<file path="config.mk">
export PLATFORM = sky130hd
export DESIGN_NAME = control_unit
export DESIGN_NICKNAME = d
export VERILOG_FILES = /design/src/rtl/cpu_pkg.sv /design/src/rtl/reg_file.sv /design/src/rtl/control_unit.sv
export SDC_FILE = /design/constraint.sdc
export NUM_CORES = 1
export LEC_CHECK = 0
export ABC_AREA = 0
export CORE_MARGIN = 2
export CORE_UTILIZATION = 39
export DETAILED_ROUTE_END_ITERATION = 10
export GPL_TIMING_DRIVEN = 0
export PLACE_DENSITY = 0.66
export SETUP_SLACK_MARGIN = 0.1
export SYNTH_ARGS = -nofsm -noshare
export SYNTH_HDL_FRONTEND = slang
export SYNTH_HIERARCHICAL = 1
export SYNTH_SLANG_ARGS = --single-unit
export TNS_END_PERCENT = 100
</file>
<file path="constraint.sdc">
create_clock -name clk -period 12.94 [get_ports clk]
set_input_delay 3.235 -clock clk [delete_from_list [all_inputs] [get_ports clk]]
set_output_delay 3.235 -clock clk [all_outputs]
set_load 0.01 [all_outputs]
</file>
<file path="src/rtl/cpu_pkg.sv">
// Shared opcodes, FSM state type and instruction field positions for the 16-bit core.
package cpu_pkg;

    localparam logic [3:0] OP_NOP  = 4'h0;
    localparam logic [3:0] OP_ADD  = 4'h1;
    localparam logic [3:0] OP_SUB  = 4'h2;
    localparam logic [3:0] OP_AND  = 4'h3;
    localparam logic [3:0] OP_OR   = 4'h4;
    localparam logic [3:0] OP_XOR  = 4'h5;
    localparam logic [3:0] OP_NOT  = 4'h6;
    localparam logic [3:0] OP_LDI  = 4'h7;
    localparam logic [3:0] OP_LD   = 4'h8;
    localparam logic [3:0] OP_ST   = 4'h9;
    localparam logic [3:0] OP_JMP  = 4'hA;
    localparam logic [3:0] OP_JZ   = 4'hB;
    localparam logic [3:0] OP_HALT = 4'hF;

    localparam int unsigned IR_OP_MSB   = 15;
    localparam int unsigned IR_OP_LSB   = 12;
    localparam int unsigned IR_RD_MSB   = 11;
    localparam int unsigned IR_RD_LSB   = 8;
    localparam int unsigned IR_RS1_MSB  = 7;
    localparam int unsigned IR_RS1_LSB  = 4;
    localparam int unsigned IR_RS2_MSB  = 3;
    localparam int unsigned IR_RS2_LSB  = 0;
    localparam int unsigned IR_IMM8_MSB = 7;
    localparam int unsigned IR_ADDR_MSB = 11;

    typedef enum logic [2:0] {
        StIdle,
        StFetch,
        StDecode,
        StExec,
        StMem,
        StHalt
    } state_e;

    function automatic logic is_alu_op(input logic [3:0] op);
        return (op >= OP_ADD) && (op <= OP_NOT);
    endfunction

endpackage

</file>
<file path="src/rtl/reg_file.sv">
// 16-entry register file: two combinational read ports, one synchronous write port.
module reg_file #(
    parameter int unsigned DATA_W = 16
) (
    input  logic              clk,
    input  logic              rst,
    input  logic [3:0]        raddr1_i,
    output logic [DATA_W-1:0] rdata1_o,
    input  logic [3:0]        raddr2_i,
    output logic [DATA_W-1:0] rdata2_o,
    input  logic              we_i,
    input  logic [3:0]        waddr_i,
    input  logic [DATA_W-1:0] wdata_i
);

    logic [DATA_W-1:0] rf_q [16];
    logic [DATA_W-1:0] rf_d [16];

    always_comb begin
        rf_d = rf_q;
        if (we_i) begin
            rf_d[waddr_i] = wdata_i;
        end
    end

    always_ff @(posedge clk or posedge rst) begin
        if (rst) begin
            for (int i = 0; i < 16; i++) begin
                rf_q[i] <= '0;
            end
        end else begin
            rf_q <= rf_d;
        end
    end

    assign rdata1_o = rf_q[raddr1_i];
    assign rdata2_o = rf_q[raddr2_i];

endmodule

</file>
<file path="src/rtl/control_unit.sv">
// Multi-cycle fetch/decode/execute sequencer: owns PC, IR, zero flag and register file,
// drives the external ALU and the shared instruction/data memory.
module control_unit
    import cpu_pkg::*;
#(
    parameter logic [15:0] RESET_PC = 16'h0000,
    parameter int unsigned DATA_W   = 16
) (
    input  logic              clk,
    input  logic              rst,
    output logic              mem_req,
    output logic              mem_we,
    output logic [15:0]       mem_addr,
    output logic [DATA_W-1:0] mem_wdata,
    input  logic [DATA_W-1:0] mem_rdata,
    input  logic              mem_ready,
    output logic [DATA_W-1:0] alu_num1,
    output logic [DATA_W-1:0] alu_num2,
    output logic [3:0]        alu_opcode,
    input  logic [DATA_W-1:0] alu_result,
    input  logic              alu_zero,
    output logic              halted,
    output logic [15:0]       pc
);

    state_e            state_q, state_d;
    logic [15:0]       pc_q, pc_d;
    logic [DATA_W-1:0] ir_q, ir_d;
    logic              z_q, z_d;
    logic [DATA_W-1:0] a_q, a_d;
    logic [DATA_W-1:0] b_q, b_d;

    logic              rf_we;
    logic [DATA_W-1:0] rf_wdata;
    logic [DATA_W-1:0] rf_rdata1, rf_rdata2;
    logic [3:0]        op;

    assign op = ir_q[IR_OP_MSB:IR_OP_LSB];
    assign pc = pc_q;

    reg_file #(
        .DATA_W (DATA_W)
    ) u_rf (
        .clk      (clk),
        .rst      (rst),
        .raddr1_i (ir_q[IR_RS1_MSB:IR_RS1_LSB]),
        .rdata1_o (rf_rdata1),
        .raddr2_i (ir_q[IR_RS2_MSB:IR_RS2_LSB]),
        .rdata2_o (rf_rdata2),
        .we_i     (rf_we),
        .waddr_i  (ir_q[IR_RD_MSB:IR_RD_LSB]),
        .wdata_i  (rf_wdata)
    );

    always_ff @(posedge clk or posedge rst) begin
        if (rst) begin
            state_q <= StIdle;
            pc_q    <= RESET_PC;
            ir_q    <= '0;
            z_q     <= 1'b0;
            a_q     <= '0;
            b_q     <= '0;
        end else begin
            state_q <= state_d;
            pc_q    <= pc_d;
            ir_q    <= ir_d;
            z_q     <= z_d;
            a_q     <= a_d;
            b_q     <= b_d;
        end
    end

    always_comb begin
        state_d = state_q;
        unique case (state_q)
            StIdle:   state_d = StFetch;
            StFetch:  if (mem_ready) state_d = StDecode;
            StDecode: state_d = StExec;
            StExec: begin
                if (op == OP_LD || op == OP_ST) begin
                    state_d = StMem;
                end else if (op == OP_HALT) begin
                    state_d = StHalt;
                end else begin
                    state_d = StFetch;
                end
            end
            StMem:    if (mem_ready) state_d = StFetch;
            StHalt:   state_d = StHalt;
            default:  state_d = StIdle;
        endcase
    end

    // Datapath updates; every register holds unless its state explicitly loads it.
    always_comb begin
        pc_d     = pc_q;
        ir_d     = ir_q;
        z_d      = z_q;
        a_d      = a_q;
        b_d      = b_q;
        rf_we    = 1'b0;
        rf_wdata = alu_result;
        unique case (state_q)
            StFetch: begin
                if (mem_ready) begin
                    ir_d = mem_rdata;
                    pc_d = pc_q + 16'd1;
                end
            end
            StDecode: begin
                a_d = rf_rdata1;
                b_d = rf_rdata2;
            end
            StExec: begin
                if (is_alu_op(op)) begin
                    rf_we    = 1'b1;
                    rf_wdata = alu_result;
                    z_d      = alu_zero;
                end else if (op == OP_LDI) begin
                    rf_we    = 1'b1;
                    rf_wdata = DATA_W'(ir_q[IR_IMM8_MSB:0]);
                end else if (op == OP_JMP || (op == OP_JZ && z_q)) begin
                    pc_d = {4'h0, ir_q[IR_ADDR_MSB:0]};
                end
            end
            StMem: begin
                if (mem_ready && op == OP_LD) begin
                    rf_we    = 1'b1;
                    rf_wdata = mem_rdata;
                end
            end
            default: ;
        endcase
    end

    always_comb begin
        mem_req    = 1'b0;
        mem_we     = 1'b0;
        mem_addr   = '0;
        mem_wdata  = '0;
        alu_num1   = '0;
        alu_num2   = '0;
        alu_opcode = OP_NOP;
        halted     = 1'b0;
        unique case (state_q)
            StFetch: begin
                mem_req  = 1'b1;
                mem_addr = pc_q;
            end
            StExec: begin
                alu_num1 = a_q;
                alu_num2 = b_q;
                if (is_alu_op(op)) alu_opcode = op;
            end
            StMem: begin
                mem_req   = 1'b1;
                mem_we    = (op == OP_ST);
                mem_addr  = a_q;
                mem_wdata = b_q;
            end
            StHalt:  halted = 1'b1;
            default: ;
        endcase
    end

endmodule

</file>
==> flow_summary.yaml <==
grt:
  antenna_found_initial: 0
  grtUsageMet2: 0.361
  globalRouteMet3Util: 0.0303
  grt_usage: 0.209
  grt_overflow: 0
  use_met1: 0.271
  grt_pass1_vias: 12000
  grt_pass1_wl_mm: 74.1
  busiest_layer: "met2"
  grt_max_degree: 108
floorplanning:
  coreArea_um2: 44100
  dieArea_um2: 46200
  io_pins: 123
  rows: 77
  floorplan.initialDensity: 0.394
  fp.dieH_um: 215
  die_w_um: 215
clocking:
  cts_htree_levels: 2
  cts_buffer_depth: 3
  post_cts_resize_count: 0
  cts_sinks: 324
  cts_root_buf: "clkbuf_16"
  hold_buffers: 0
  clock_latency_ps: 540
  cts-buffers-inserted: 35
  cts_tree: "built"
  clk_pin_slew_ps: 60
  post_cts_buffers: 0
sta:
  drv_slew: 0
  period_share: 0.483
  fmax_ghz: 0.160
  setup_violations: 0
  clock_skew_ps: 17.0
  setup_tns_ps: 0
  rsz0062_at_grt: "false"
  fin_crit_ps: 6250
  worst_slack_ps: 6690
  max_slew.worst_pin.slew_ps: 1130
  relSlewSlack: 0.241
  hold_ws_ps: 517
  hold_viol_final: 0
power:
  p_clk_frac: 0.492
  p_leak_nw: 9.27
  power.switching_mw: 0.454
  ir_drop_uv: 74.3
  power_frac_seq: 0.483
  p_per_area_nw_per_um2: 102
  combPwrFrac: 0.025
  finalPower_mw: 2.10
  swShare: 0.216
  p_int_mw: 1.64
worst_setup_path:
  worst_path_largest_cell_delay_ps: 710
  path_common_cell: "buf_2"
  arrival_ps: 6670
  endpoint_kind: "register"
  path_cells: "clkdlybuf4s50_1 -> nor2b_1 -> and4_1 -> buf_2 -> buf_2 -> a21o_1 -> nand2_2 -> nor3_2 -> buf_2 -> mux2_2"
  critPathSlowestCell: "nor3_2"
  criticalPathCategory: "in -> reg"
  path_delay_family: "buffers and inverters"
  cp_max_fo: 10
  cp.required_ps: 13350
  critPathBufInv: 4
  startpoint_type: "input pin"
route:
  drt-initial-drc-count: 958
  firstDrtPassIters: 6
  drtAntennaViolNets: 0
  via_per_inst: 5.78
  vias: 11700
  drc: 0
  wirelength_mm: 48.4
  wl_per_cell_um: 23.9
cells_and_area:
  post_route_cells_drive_above_1_share: 0.394
  syn2layout_area_growth_pct: 18.4
  antennaDiodeCount: 0
  stdcell_count: 2029
  fin_area_um2: 20600
  mostFrequentLayoutCell: "dfrtp_1"
  post-route-util: 0.466
  fin_nets: 1447
  final_cell_mix: "324 x dfrtp_1, 278 x mux2_2, 128 x mux4_2"
synthesis:
  syn_nets: 1287
  syn-cell-area_um2: 17400
  synthFlopType: "dfrtp_1"
  synth.avg_cell_area_um2: 13.9
  ys_seq_area_frac: 0.467
  postSynthCellCount: 1250
  ys_ff_latch: 324
  async_flop_share: 1.00
  ys_types: 59
  synth_edf_count: 0
  ys_warn_count: 6
place:
  dpl-instance-area_um2: 19400
  dp_cells: 1965
  io_buffers: 121
  dp_slack_ps: 6210
  routabilityCongestion: 0.903
  dp_hpwl_mm: 36.5
flow_run:
  drv_cap: 0
outcome:
  status: "complete, no violations"
min_path:
  hp-class: "reg -> reg"
[power by group through the flow]
stage | Sequential (mW) | Clock, mW | Combinational, mW
detailed placement | 1.03 | 0 | 0.0529
global placement | 1.03 | 0 | 0.0493
floorplan | 1.03 | 0 | 0.0251
global route | 1.01 | 1.09 | 0.0592
finish | 1.01 | 1.03 | 0.0524
CTS | 1.01 | 1.06 | 0.0533
[cells in the mapped netlist (all sizes together), types with 3 or more instances]
cell type,count,area [um^2]
dfrtp,324,8110
mux2,304,3500
mux4,128,2880
nand2,78,295
a22oi,73,548
buf,68,377
and2,52,325
clkbuf,47,176
nor2,32,125
o21ai,22,110
a22o,16,140
a21oi,13,65.1
nor2b,10,62.6
nand3,8,40.0
nor3,8,65.1
o22a,5,43.8
and3,4,25.0
inv,4,15.0
nand2b,4,32.5
nand3b,4,42.5
nor3b,4,35.0
nor4,4,40.0
or3,4,25.0
a31oi,3,18.8
or4,3,22.5
[registers in the layout (all words and copies together) (netlist names)]
register	flops
state_q	3
pc	16
b_q	16
z_q	1
u_rf/rf_q	256
ir_q	16
a_q	16
[logic make-up after synthesis]
logic type,Yosys count,synth area share
compound gates,144,0.0588
xor+xnor,3,0.00151
fa+ha+maj,1,0.000720
buf+inv,119,0.0327
flops,324,0.467
mux,434,0.369
other cells,1,0.000216
simple gates,224,0.0705
[per-layer routing]
metal,vias up,wire [um]
met5,-,0
met3,86,2580
li1,5062,-
met1,6133,20400
met2,440,23900
met4,0,1460
[path summary, 6_finish.rpt]
kind                               start        endpoint  slack [ps]  depth (start not counted)
min in group asynchronous            rst   u_rf/rf_q[28]        3180                          2
hold / removal             u_rf/rf_q[95]   u_rf/rf_q[95]         520                          1
setup reg to reg              state_q[1]  u_rf/rf_q[149]        8950                         10
setup / recovery               mem_ready  u_rf/rf_q[149]        6690                         10
max in group asynchronous            rst  u_rf/rf_q[100]        8410                          4
hold reg to reg            u_rf/rf_q[95]   u_rf/rf_q[95]         520                          1
[layout make-up]
| cell class | count | area [um^2] |
|---|---|---|
| buffer | 115 | 553 |
| clock buffer | 48 | 985 |
| clock inverter | 16 | 199 |
| fill | 3965 | 23600 |
| inverter | 4 | 25.0 |
| multi-input combinational | 807 | 8690 |
| sequential | 324 | 8110 |
| tap | 592 | 741 |
| timing repair buffer | 123 | 1270 |
Note: power is estimated with default switching activity, not from simulation.
==> RTL edit: new RTL, same flow settings <==
Make the reset (`rst`) synchronous in 2 clocked blocks.
--- a/src/rtl/reg_file.sv
+++ b/src/rtl/reg_file.sv
@@ -23,7 +23,7 @@
         end
     end
 
-    always_ff @(posedge clk or posedge rst) begin
+    always_ff @(posedge clk) begin
         if (rst) begin
             for (int i = 0; i < 16; i++) begin
                 rf_q[i] <= '0;
--- a/src/rtl/control_unit.sv
+++ b/src/rtl/control_unit.sv
@@ -52,7 +52,7 @@
         .wdata_i  (rf_wdata)
     );
 
-    always_ff @(posedge clk or posedge rst) begin
+    always_ff @(posedge clk) begin
         if (rst) begin
             state_q <= StIdle;
             pc_q    <= RESET_PC;
Formal check against the unedited RTL: differs if rst is asserted again (counterexample within 4 cycles, from zero or initial values and one cycle with rst high); with rst held inactive, the same outputs for 4 cycles.
==> RTL edit against the original RTL <==
  * Synthesized cell count rose by 58%
  * First-iteration DRC count grew to 2.7 times the old value
  * Fmax down 1.5%
  * Die area grew 1.4%
  * Area after synthesis increased by 1.4%
  * Final area increased by 0.98%
  * Worst hold slack lost 0.053 ns
  * Global-route usage rose by 9.3 points
  * Sequential cell count stayed put
  * Routed wire length increased by 50%
  * Setup slack lost 0.096 ns
  * Core utilization grew 0.15 points
  * Critical endpoint is now u_rf/rf_q[198]
  * Highest routed layer is now met5
Power is not compared: it rests on default switching activity, and its combinational part moved more than twofold at a synthesized area within 25%.
==> RTL edit: results (changes against the original RTL) <==
sequential share of cell area = 31.2% (-8.2 points)
Rel. slew slack = 24.9% (+0.81 points)
filler instances = 4212 (+6.2%)
CLK BUF = 57 (+19%)
Num CTS Buffers = 36 (+2.9%)
sequential element share of the synthesized area = 36.8% (-9.9 points)
final instance area = 0.0208 mm2 (+0.98%)
syn nets = 2009 (+56%)
Synth Area per Inst = 8.93 um2 (-36%)
NumNets Final = 2168 (+50%)
CTS Buffer Depth = 3 (unchanged)
CTS H-Tree Depth = 2 (unchanged)
largest net degree at the start of global routing = 14 (-87%)
WHS Path Cells = 2 (+1)
DP Cell Count = 2685 (+37%)
1st-pass router iterations = 7 (+1)
Clock Network Area Fraction = 5.77% (+0.017 points)
number of setup buffers added after CTS = 0 (unchanged)
Clk Tree Root Cell = clkbuf_16
Final HPWL DP = 53100 um (+45%)
Place WS = 6.19 ns (-0.0168 ns)
Max Slew Vio Count = 0 (unchanged)
first-pass GRT wire length = 107000 um (+44%)
DR vias/cell = 6.47 (+12%)
Netlist cell types = 61 (+3.4%)
CP max-delay cell = clkbuf_1
final std cells w/o fill = 2750 (+36%)
ys flop type = dfxtp_1
Reg2Reg Depth = 10 (unchanged)
max reg flops = 256 (unchanged)
DR iter-0 viols = 2618 (+170%)
status = complete, no violations
Placer Congestion = 1.04 (+15%)
initial antenna violation count = 1 (+1)
Final Skew = 0.0283 ns (+0.0113 ns)
Detailed Route WL = 72500 um (+50%)
Non-CTS buffers = 377 (+58%)
peak supply drop = 0.0000767 V
multi-input combinational area share = 47.4% (+5.2 points)
asr flop ratio synth = 0% (-100 points)
nonclk inv count = 2 (-2)
Resized cells post-CTS = 0 (unchanged)
Multi-Input Combinational = 1390 (+72%)
Post-synth top cells = dfxtp_1, a21oi_1, nand3_1
Seq Cell Count = 324 (unchanged)
ratio of cells with drive above 1 in the final layout = 10.4% (-29 points)
max incr delay on CP = 0.90 ns (+0.19 ns)
DP Area = 0.0196 mm2 (+0.96%)
synth top area cells = dfxtp_1, a21oi_1, mux4_2
Switch Pwr = 578 uW
buffer share of cell area = 12.0% (+3.1 points)
synth warn = 6 (unchanged)
GRT Total Usage = 30.2% (+9.3 points)
number of global-route vias before repair = 16.7k (+39%)
critical path data arrival time = 6.81 ns (+0.14 ns)
-- RTL edit: cell count changes in the layout (fill, tap and decap cells not counted), moves of 104 or more --
cell	delta
a21oi_1	+307
clkbuf_1	+104
dfrtp_1	-324
dfxtp_1	+324
mux2_2	-278
nand3_1	+259
o21ai_0	+242
-- RTL edit: final timing paths --
kind	end	slack [ns]	start
min	b_q[12]	0.46	b_q[12]
max reg2reg	u_rf/rf_q[220]	9.19	state_q[0]
max	u_rf/rf_q[198]	6.59	mem_ready
min reg2reg	b_q[12]	0.46	b_q[12]
-- RTL edit: logic make-up (layout without fill, tap and decap cells) --
logic type                 after synthesis  after routing  share of synthesized area (%)
AOI/OAI and AO/OA                      714            714                           22.6
and+or+nand+nor                        545            545                           15.6
DFF                                    324            324                           36.8
buffers and inverters                  258            444                           7.29
muxes                                  129            129                           17.6
adders and majority gates                1              1                         0.0710
other                                    1              1                         0.0213
-- RTL edit: power groups by stage --
stage | combinational (uW) | clock (uW) | sequential [uW]
4_1_cts | 190 | 1060 | 1010
3_5_place_dp | 190 | 0 | 1030
6_report | 198 | 1050 | 1010
2_1_floorplan | 110 | 0 | 1030
3_3_place_gp | 188 | 0 | 1030
5_1_grt | 203 | 1100 | 1010
-- RTL edit: metal layers --
metal / global-route usage, % / vias to the layer above / wire [um]
li1: - / 7672 / -
met1: 38.6 / 8515 / 27500
met2: 45.4 / 1329 / 30600
met3: 7.82 / 284 / 9010
met4: 19.1 / 2 / 5340
met5: 0 / - / 12
-- RTL edit: metrics by stage --
step           total power [uW]  hold slack, ns
2_1_floorplan              1140           0.440
3_3_place_gp               1220           0.457
3_5_place_dp               1220           0.459
4_1_cts                    2260           0.467
5_1_grt                    2320           0.496
6_report                   2260           0.464
